`config.mk`:
```
export PLATFORM = sky130hd
export DESIGN_NAME = mul4_rr_scheduler
export DESIGN_NICKNAME = d
export VERILOG_FILES = /design/src/rtl/mul4_pkg.sv /design/src/rtl/array_multiplier_4bit.sv /design/src/rtl/mul4_rr_scheduler.sv
export SDC_FILE = /design/constraint.sdc
export NUM_CORES = 1
export LEC_CHECK = 0
export CAP_MARGIN = 0
export CELL_PAD_IN_SITES_DETAIL_PLACEMENT = 1
export CELL_PAD_IN_SITES_GLOBAL_PLACEMENT = 1
export CORE_MARGIN = 1.5
export CORE_UTILIZATION = 50
export CTS_BUF_LIST = sky130_fd_sc_hd__clkbuf_8
export DETAILED_ROUTE_END_ITERATION = 7
export DONT_BUFFER_PORTS = 1
export PLACE_DENSITY_LB_ADDON = 0.1
export SKIP_CTS_REPAIR_TIMING = 1
export SYNTH_ARGS = -nofsm -noshare
export SYNTH_HDL_FRONTEND = slang
export SYNTH_HIERARCHICAL = 1
export SYNTH_SLANG_ARGS = --single-unit
export TNS_END_PERCENT = 1
```
`constraint.sdc`:
```
create_clock -name clk -period 5.2 [get_ports clk]
set_input_delay 0.52 -clock clk [delete_from_list [all_inputs] [get_ports clk]]
set_output_delay 0.52 -clock clk [all_outputs]
set_load 0.01 [all_outputs]
```
`src/rtl/mul4_pkg.sv`:
```
// Shared types, widths and the round-robin priority helper for the mul4 scheduler
// and any other arbiter that needs the same fairness rule.
package mul4_pkg;

  localparam int OPW    = 4;
  localparam int PW     = 8;
  localparam int MAXREQ = 8;

  typedef enum logic [1:0] {
    IDLE = 2'd0,
    CALC = 2'd1,
    DONE = 2'd2
  } state_e;

  // Scans requesters from last+n down to last+1 (rotated modulo n); the final hit
  // is the one closest after last, so it wins. Returns -1 when nothing is requesting.
  function automatic int rr_pick(input logic [MAXREQ-1:0] req, input int last, input int n);
    int pick;
    int idx;
    pick = -1;
    idx  = 0;
    for (int k = MAXREQ; k >= 1; k--) begin
      if (k <= n) begin
        idx = (last + k) % n;
        if (req[3'(idx)]) begin
          pick = idx;
        end
      end
    end
    return pick;
  endfunction

endpackage

```
`src/rtl/array_multiplier_4bit.sv`:
```
// Combinational 4x4 unsigned array multiplier: AND-gated partial product rows
// accumulated row by row into a full 8-bit product.
module array_multiplier_4bit
  import mul4_pkg::*;
(
  input  logic [OPW-1:0] A,
  input  logic [OPW-1:0] B,
  output logic [PW-1:0]  P
);

  logic [PW-1:0] pp  [OPW];
  logic [PW-1:0] acc [OPW];

  for (genvar r = 0; r < OPW; r++) begin : g_row
    assign pp[r] = {{(PW-OPW){1'b0}}, A & {OPW{B[r]}}} << r;
    if (r == 0) begin : g_first
      assign acc[r] = pp[r];
    end else begin : g_next
      assign acc[r] = acc[r-1] + pp[r];
    end
  end

  assign P = acc[OPW-1];

endmodule

```
`src/rtl/mul4_rr_scheduler.sv`:
```
// Round-robin front end sharing one 4x4 array multiplier among NREQ requesters;
// one operation in flight, result returned with the owner's ID.
module mul4_rr_scheduler
  import mul4_pkg::*;
#(
  parameter  int NREQ = 4,
  localparam int IDW  = $clog2(NREQ)
) (
  input  logic                 clk,
  input  logic                 rst,
  input  logic [NREQ-1:0]      req_valid,
  input  logic [OPW*NREQ-1:0]  req_a,
  input  logic [OPW*NREQ-1:0]  req_b,
  output logic [NREQ-1:0]      req_ready,
  output logic                 res_valid,
  output logic [PW-1:0]        res_p,
  output logic [IDW-1:0]       res_id,
  input  logic                 res_ready,
  output logic                 busy,
  output logic [15:0]          done_cnt
);

  // Handshakes: a transfer happens on a rising edge where valid && ready are both
  // high; the producer holds valid and payload stable until then, and ready never
  // depends on anything downstream (req_ready has no path from res_ready).

  state_e           state_q, state_d;
  logic [OPW-1:0]   op_a_q, op_a_d;
  logic [OPW-1:0]   op_b_q, op_b_d;
  logic [IDW-1:0]   op_id_q, op_id_d;
  logic [IDW-1:0]   last_grant_q, last_grant_d;
  logic [PW-1:0]    res_p_q, res_p_d;
  logic [IDW-1:0]   res_id_q, res_id_d;
  logic             res_valid_q, res_valid_d;
  logic [15:0]      done_cnt_q, done_cnt_d;

  logic [OPW-1:0]   a_arr [NREQ];
  logic [OPW-1:0]   b_arr [NREQ];
  logic [OPW-1:0]   a_chain  [NREQ+1];
  logic [OPW-1:0]   b_chain  [NREQ+1];
  logic [IDW-1:0]   id_chain [NREQ+1];
  logic [NREQ-1:0]  grant;
  logic [OPW-1:0]   win_a;
  logic [OPW-1:0]   win_b;
  logic [IDW-1:0]   win_id;
  logic [PW-1:0]    mult_p;
  int               win_idx;

  assign win_idx = rr_pick(MAXREQ'(req_valid), int'(last_grant_q), NREQ);

  assign a_chain[0]  = '0;
  assign b_chain[0]  = '0;
  assign id_chain[0] = '0;

  // Grant is one-hot, so OR-ing the masked lanes selects the winner's operands.
  for (genvar g = 0; g < NREQ; g++) begin : g_lane
    assign a_arr[g]      = req_a[OPW*g +: OPW];
    assign b_arr[g]      = req_b[OPW*g +: OPW];
    assign grant[g]      = (win_idx == g);
    assign a_chain[g+1]  = a_chain[g] | (a_arr[g] & {OPW{grant[g]}});
    assign b_chain[g+1]  = b_chain[g] | (b_arr[g] & {OPW{grant[g]}});
    assign id_chain[g+1] = id_chain[g] | (grant[g] ? IDW'(g) : '0);
  end

  assign win_a  = a_chain[NREQ];
  assign win_b  = b_chain[NREQ];
  assign win_id = id_chain[NREQ];

  array_multiplier_4bit u_mult (
    .A (op_a_q),
    .B (op_b_q),
    .P (mult_p)
  );

  always_comb begin
    state_d      = state_q;
    op_a_d       = op_a_q;
    op_b_d       = op_b_q;
    op_id_d      = op_id_q;
    last_grant_d = last_grant_q;
    res_p_d      = res_p_q;
    res_id_d     = res_id_q;
    res_valid_d  = res_valid_q;
    done_cnt_d   = done_cnt_q;
    case (state_q)
      IDLE: begin
        if (|grant) begin
          state_d      = CALC;
          op_a_d       = win_a;
          op_b_d       = win_b;
          op_id_d      = win_id;
          last_grant_d = win_id;
        end
      end
      CALC: begin
        state_d     = DONE;
        res_p_d     = mult_p;
        res_id_d    = op_id_q;
        res_valid_d = 1'b1;
      end
      DONE: begin
        if (res_ready) begin
          state_d     = IDLE;
          res_valid_d = 1'b0;
          done_cnt_d  = done_cnt_q + 16'd1;
        end
      end
      default: begin
        state_d     = IDLE;
        res_valid_d = 1'b0;
      end
    endcase
  end

  always_ff @(posedge clk) begin
    if (rst) begin
      state_q      <= IDLE;
      op_a_q       <= '0;
      op_b_q       <= '0;
      op_id_q      <= '0;
      last_grant_q <= IDW'(NREQ - 1);
      res_p_q      <= '0;
      res_id_q     <= '0;
      res_valid_q  <= 1'b0;
      done_cnt_q   <= '0;
    end else begin
      state_q      <= state_d;
      op_a_q       <= op_a_d;
      op_b_q       <= op_b_d;
      op_id_q      <= op_id_d;
      last_grant_q <= last_grant_d;
      res_p_q      <= res_p_d;
      res_id_q     <= res_id_d;
      res_valid_q  <= res_valid_d;
      done_cnt_q   <= done_cnt_d;
    end
  end

  assign req_ready = (state_q == IDLE) ? grant : '0;
  assign res_valid = res_valid_q;
  assign res_p     = res_p_q;
  assign res_id    = res_id_q;
  assign busy      = (state_q != IDLE);
  assign done_cnt  = done_cnt_q;

endmodule
```
* Yosys cells after proc, flatten, opt, wreduce, memory -nomap -nowiden *
Cells that the tools add are included.

cells by class
  add/sub/neg operators = 8
  multipliers = 0
  div/mod/pow operators = 0
  $lt $le $gt $ge = 4
  equality and inequality tests = 7
  shift-type cells = 0
  mux-type cells = 25
  bitwise operators = 25
  reduce and logical (&&, ||, !) cells = 12

operator list
  kind                   count
  $mux 32                4
  $eq 32x3->1 const B    2
  $and 4x4->4            12
  $eq 32x2->1 const B    1
  $logic_not 32->1       1
  $or 4x4->4             6
  $lt 3x5->1 const B     4
  $add 16x1->16 const B  1
  $bmux 1 s3             4
  $mux 1                 10
  $add 8x6->8            1
  $add 8x7->8            1
  $mux 2                 4
  $reduce_and 2->1       4
  $reduce_or 2->1        4
  $add 4x5->6            1
  $pmux 2 s3             1
  $add 2x1->2 const B    2
  $add 2x2->2 const B    2
  $and 1x1->1 const A    4
  $mux 4                 1
  $ne 2x2->1 const B     2
  $reduce_or 4->1        1
  $pmux 1 s3             1
  other kinds (7)        7

word-level totals
  flip-flop bits (word level) = 41
  bits in latches = 0
  memory bits (writable) = 0
  ROM bits = 0
  input port bits = 39
  output and inout port bits = 32
  logic and storage cells = 90
  memories kept = 0

* Depth between registers and ports, before layout *
  depth after elaboration = 15
  gate-level depth with buffers = 12
  gate-level depth less buffers = 12

* Cells and area by module *
Netlist, hierarchy kept.

modules (own cells, without submodules)
  module                 times used  cells an instance  area each (um2)  sequential area each (um2)
  mul4_rr_scheduler      1           272                2228.4           820.8
  array_multiplier_4bit  1           46                 402.9            0.0

* Worst setup path before layout *
Ideal clock, no wire load.

  kind = flip-flop to flip-flop
  start point = register op_b_q[2]
  end point = register res_p_q[7], in the netlist res_p[7]
  setup time = 131 ps
  arrival time = 2651 ps
  required time = 5069 ps
  slack = 2418 ps
  stages on the path, launching flop included = 12
  path buffers = 0
  clock period less this slack = 2782 ps
  path through = dfxtp_1 > nand2_1 > fa_1 > inv_1 > ha_1 > fa_1 > ha_1 > fa_1 > a21o_1 > a21o_1 > nand2_1 > a21oi_1

between the ends
  word-level cells in the longest chain between the ends = 3

ends and longest elaborated chain
  what                      line                         RTL
  start: declaration        mul4_rr_scheduler.sv:29      logic [OPW-1:0] op_b_q, op_b_d;
  start signal: assignment  mul4_rr_scheduler.sv:129     op_b_q <= op_b_d;
  $and 4x4->4               array_multiplier_4bit.sv:15  assign pp[r] = {{(PW-OPW){1'b0}}, A & {OPW{B[r]}}} << r;
  $add 8x6->8               array_multiplier_4bit.sv:19  assign acc[r] = acc[r-1] + pp[r];
  $add 8x7->8               array_multiplier_4bit.sv:19
  named net mult_p[7]       mul4_rr_scheduler.sv:46      logic [PW-1:0] mult_p;
  end signal: assignment    mul4_rr_scheduler.sv:132     res_p_q <= res_p_d;
  end: declaration          mul4_rr_scheduler.sv:32      logic [PW-1:0] res_p_q, res_p_d;

The timed path passes the listed nets, and every way through them passes these cells.
A chain may end at the register's enable or synchronous reset.

* Worst setup path in the final report *
Ends and elaborated chain as after synthesis.

==> results.sh <==
export IMPL_io_pins=71
export IMPL_worstPathRequired_ps=5380
export IMPL_start_util_pct=51.8
export IMPL_post_route_period_util_pct=56.7
export IMPL_synth_edf_count=0
export IMPL_relSlewSlack_pct=45.0
export IMPL_drt_initial_drc_count=88
export IMPL_grt_pass1_vias=2186
export IMPL_setup_viol=0
export IMPL_ctsRootBufferMaster="clkbuf_8"
export IMPL_synthDistinctLibCells=47
export IMPL_synth_area_per_cell_um2=8.27
export IMPL_nNetsFinal=359
export IMPL_tritoncts="done"
export IMPL_grt_usage_pct=23.3
export IMPL_synthMuxAreaShare_pct=0.380
export IMPL_fillCellCount=648
export IMPL_htreeDepth=2
export IMPL_syn_area_um2=2630
export IMPL_routedWlPerCell_um=16.7
export IMPL_synth_xor_area_share_pct=4.66
export IMPL_regArea_um2=821
export IMPL_cts_path_max_buffers=2
export IMPL_synth_compound_area_share_pct=22.0
export IMPL_wl_mm=6.28
export IMPL_port_buffers=0
export IMPL_worstSetupPathType="reg2reg"
export IMPL_cts_sinks=41
export IMPL_drc_errors=0
export IMPL_period_minus_slack_ps=2950
export IMPL_die_w_um=75.5
export IMPL_start_kind="flip-flop"
export IMPL_firstDrtPassIters=4
export IMPL_slew_viol_final=0
export IMPL_synth_async_sr_flop_share_pct=0
export IMPL_hp_start="rst"
export IMPL_grt_first_pass_wirelength_mm=10.2
export IMPL_ant_nets=0
export IMPL_clk_latency_ps=290
export IMPL_synth_yosys_warnings=6
export IMPL_powerDensity_nw_per_um2=270
export IMPL_design_area_um2=2710
export IMPL_rows=26
export IMPL_status="finished clean"
export IMPL_multi_input_area_um2=1680
export IMPL_crit_path_max_fanout=5
export IMPL_rsz0062_at_grt="false"
export IMPL_cpPeakStageDelay_ps=550
export IMPL_p_leak_nw=1.13
export IMPL_worstSetupEndpointType="flip-flop"
export IMPL_clkTransAtPathRegs_ps=80
export IMPL_routabilityCongestion=0.873
export IMPL_hold_violations=0
export IMPL_finalPower_w=0.000730
export IMPL_diodes=0
export IMPL_syn_nets=372
export IMPL_fin_tns_setup_ps=0
export IMPL_grt_max_degree=42
export IMPL_worstMarginPinSlew_ps=804
export IMPL_placed_cell_area_um2=2610
export IMPL_cp_arrival_ps=3130
export IMPL_path_cells="nand2_1, fa_1, inv_1, ha_1, fa_1, ha_1, fa_1, a21o_1, a21o_1, nand2_1, a21oi_1"
export IMPL_fin_skew_ps=10.5
export IMPL_synthSimpleGateAreaFrac_pct=28.3
export IMPL_max_freq_mhz=339
export IMPL_crit_start="op_b_q[2]"
export IMPL_synthAdderAreaFrac_pct=8.27
export IMPL_r2r_start="op_b_q[2]"
export IMPL_dieArea_um2=5710
export IMPL_instances_no_fill=376
export IMPL_area_growth_pct=2.85
export IMPL_pre_cts_slack_ps=2250
export IMPL_antenna_found_initial=0
export IMPL_cp_slowest_cell="fa_1"
export IMPL_drv_cap=0
export IMPL_drive_above_1_share_pct=7.84
export IMPL_setup_slack_ps=2250
export IMPL_dpl_hpwl_mm=4.89
export IMPL_numCtsBuffers=5
export IMPL_placed_cells=368
export IMPL_core_area_um2=5070
export IMPL_crit_top_cell="fa_1"
export IMPL_synth_ff_type="dfxtp_1"
export IMPL_vdd_drop_max_mv=0.107
export IMPL_grt_overflow=0
export IMPL_hold_path_class="in2reg"
export IMPL_ys_ff_latch=41
export IMPL_routed_via_density=5.82
export IMPL_ys_seq_area_share_pct=31.2
export IMPL_die_h_um=75.5
export IMPL_via_count=2189
export IMPL_synth_top_family_by_area="simple AND/OR/NAND/NOR gates"
export IMPL_syn_instance_count=318
## state kept, by name (all words and copies together) (netlist names)
name,flops
res_id,2
op_b_q,4
res_p,8
state_q,2
res_valid,1
done_cnt,16
op_a_q,4
op_id_q,2
last_grant_q,2
## synthesized netlist by cell type, types with 3 or more instances
library cell / number / area, um2
nand4b_1: 3 / 26.3
and2_1: 12 / 75.1
nand4_1: 4 / 25.0
nand2b_1: 3 / 18.8
a21oi_2: 3 / 26.3
and3_1: 12 / 75.1
a31oi_1: 8 / 50.1
xnor2_1: 4 / 35.0
nand2_1: 38 / 143
buf_6: 3 / 33.8
fa_1: 4 / 80.1
nor3_1: 6 / 30.0
nor2b_1: 3 / 18.8
o21bai_1: 11 / 82.6
dfxtp_1: 41 / 821
nor2_1: 24 / 90.1
a211oi_1: 12 / 90.1
a21oi_1: 18 / 90.1
or3_1: 4 / 25.0
buf_2: 6 / 30.0
a21o_1: 7 / 52.6
o21ai_0: 5 / 25.0
clkbuf_1: 10 / 37.5
ha_1: 11 / 138
xor2_1: 10 / 87.6
a211oi_2: 5 / 62.6
nand3_1: 22 / 110
inv_1: 7 / 26.3
## worst max-delay path: cells and delay by family, from the launching register on
family	cells	cell delay (ps)
AO/OA/AOI/OAI	3	420
adder cells (fa/ha/maj)	5	1820
buffers and inverters	1	40
AND/OR/NAND/NOR	2	170
flip-flops	1	390
## layer usage
layer | up-vias | GRT usage (%) | wire, um
li1 | 1105 | - | -
met1 | 1026 | 30.3 | 2890
met2 | 51 | 38.7 | 2970
met3 | 7 | 5.29 | 332
met4 | 0 | 6.75 | 93
met5 | - | 0 | 0
## cell type report
cell class	instances	area share, %
clock buffers	6	3.05
clock inverters	2	0.509
flip-flops and latches	41	30.3
well taps	70	3.24
multi-input cells	250	61.9
inverters	7	0.971
## stage by stage
| stage | util (%) | hold WS [ps] |
|---|---|---|
| global placement | 51.4 | 435 |
| finish | 53.3 | 290 |
| CTS | 53.3 | 275 |
| detailed placement | 51.4 | 448 |
| global route | 53.3 | 274 |
| floorplan | - | 432 |
## path summary, 6_finish.rpt
check | depth (start not counted) | slack (ps) | endpoint
max | 11 | 2250 | res_p[7]
min | 1 | 290 | res_p[3]
max reg2reg | 11 | 2250 | res_p[7]
min reg2reg | 2 | 470 | res_id[0]
## cells in the final DEF (no fill, tap or decap), drive strengths merged, types with 7 or more instances in the layout
master and instances:
and2 13, dfxtp 41, inv 7, nand3 22
nor2 25, and3 12, a31oi 8, nand2 38
a21o 8, ha 11, o21bai 11, xor2 10
a211oi 17, a21oi 21
## kinds of logic after synthesis
| group | after synthesis |
|---|---|
| adder cells (fa/ha/maj) | 15 |
| multiplexers | 1 |
| AND/OR/NAND/NOR | 143 |
| flip-flops | 41 |
| buffers and inverters | 27 |
| XOR/XNOR | 14 |
| AO/OA/AOI/OAI | 77 |
## report_power, final
part / internal [W] / total (W) / switching [W] / leakage (nW)
Sequential: 0.000335 / 0.000362 / 0.0000271 / 0.334
Clock: 0.000108 / 0.000219 / 0.000111 / 0.0512
Combinational: 0.0000599 / 0.000149 / 0.0000895 / 0.743
Total: 0.000502 / 0.000730 / 0.000228 / 1.13
Power figures use the tool's default switching activity.
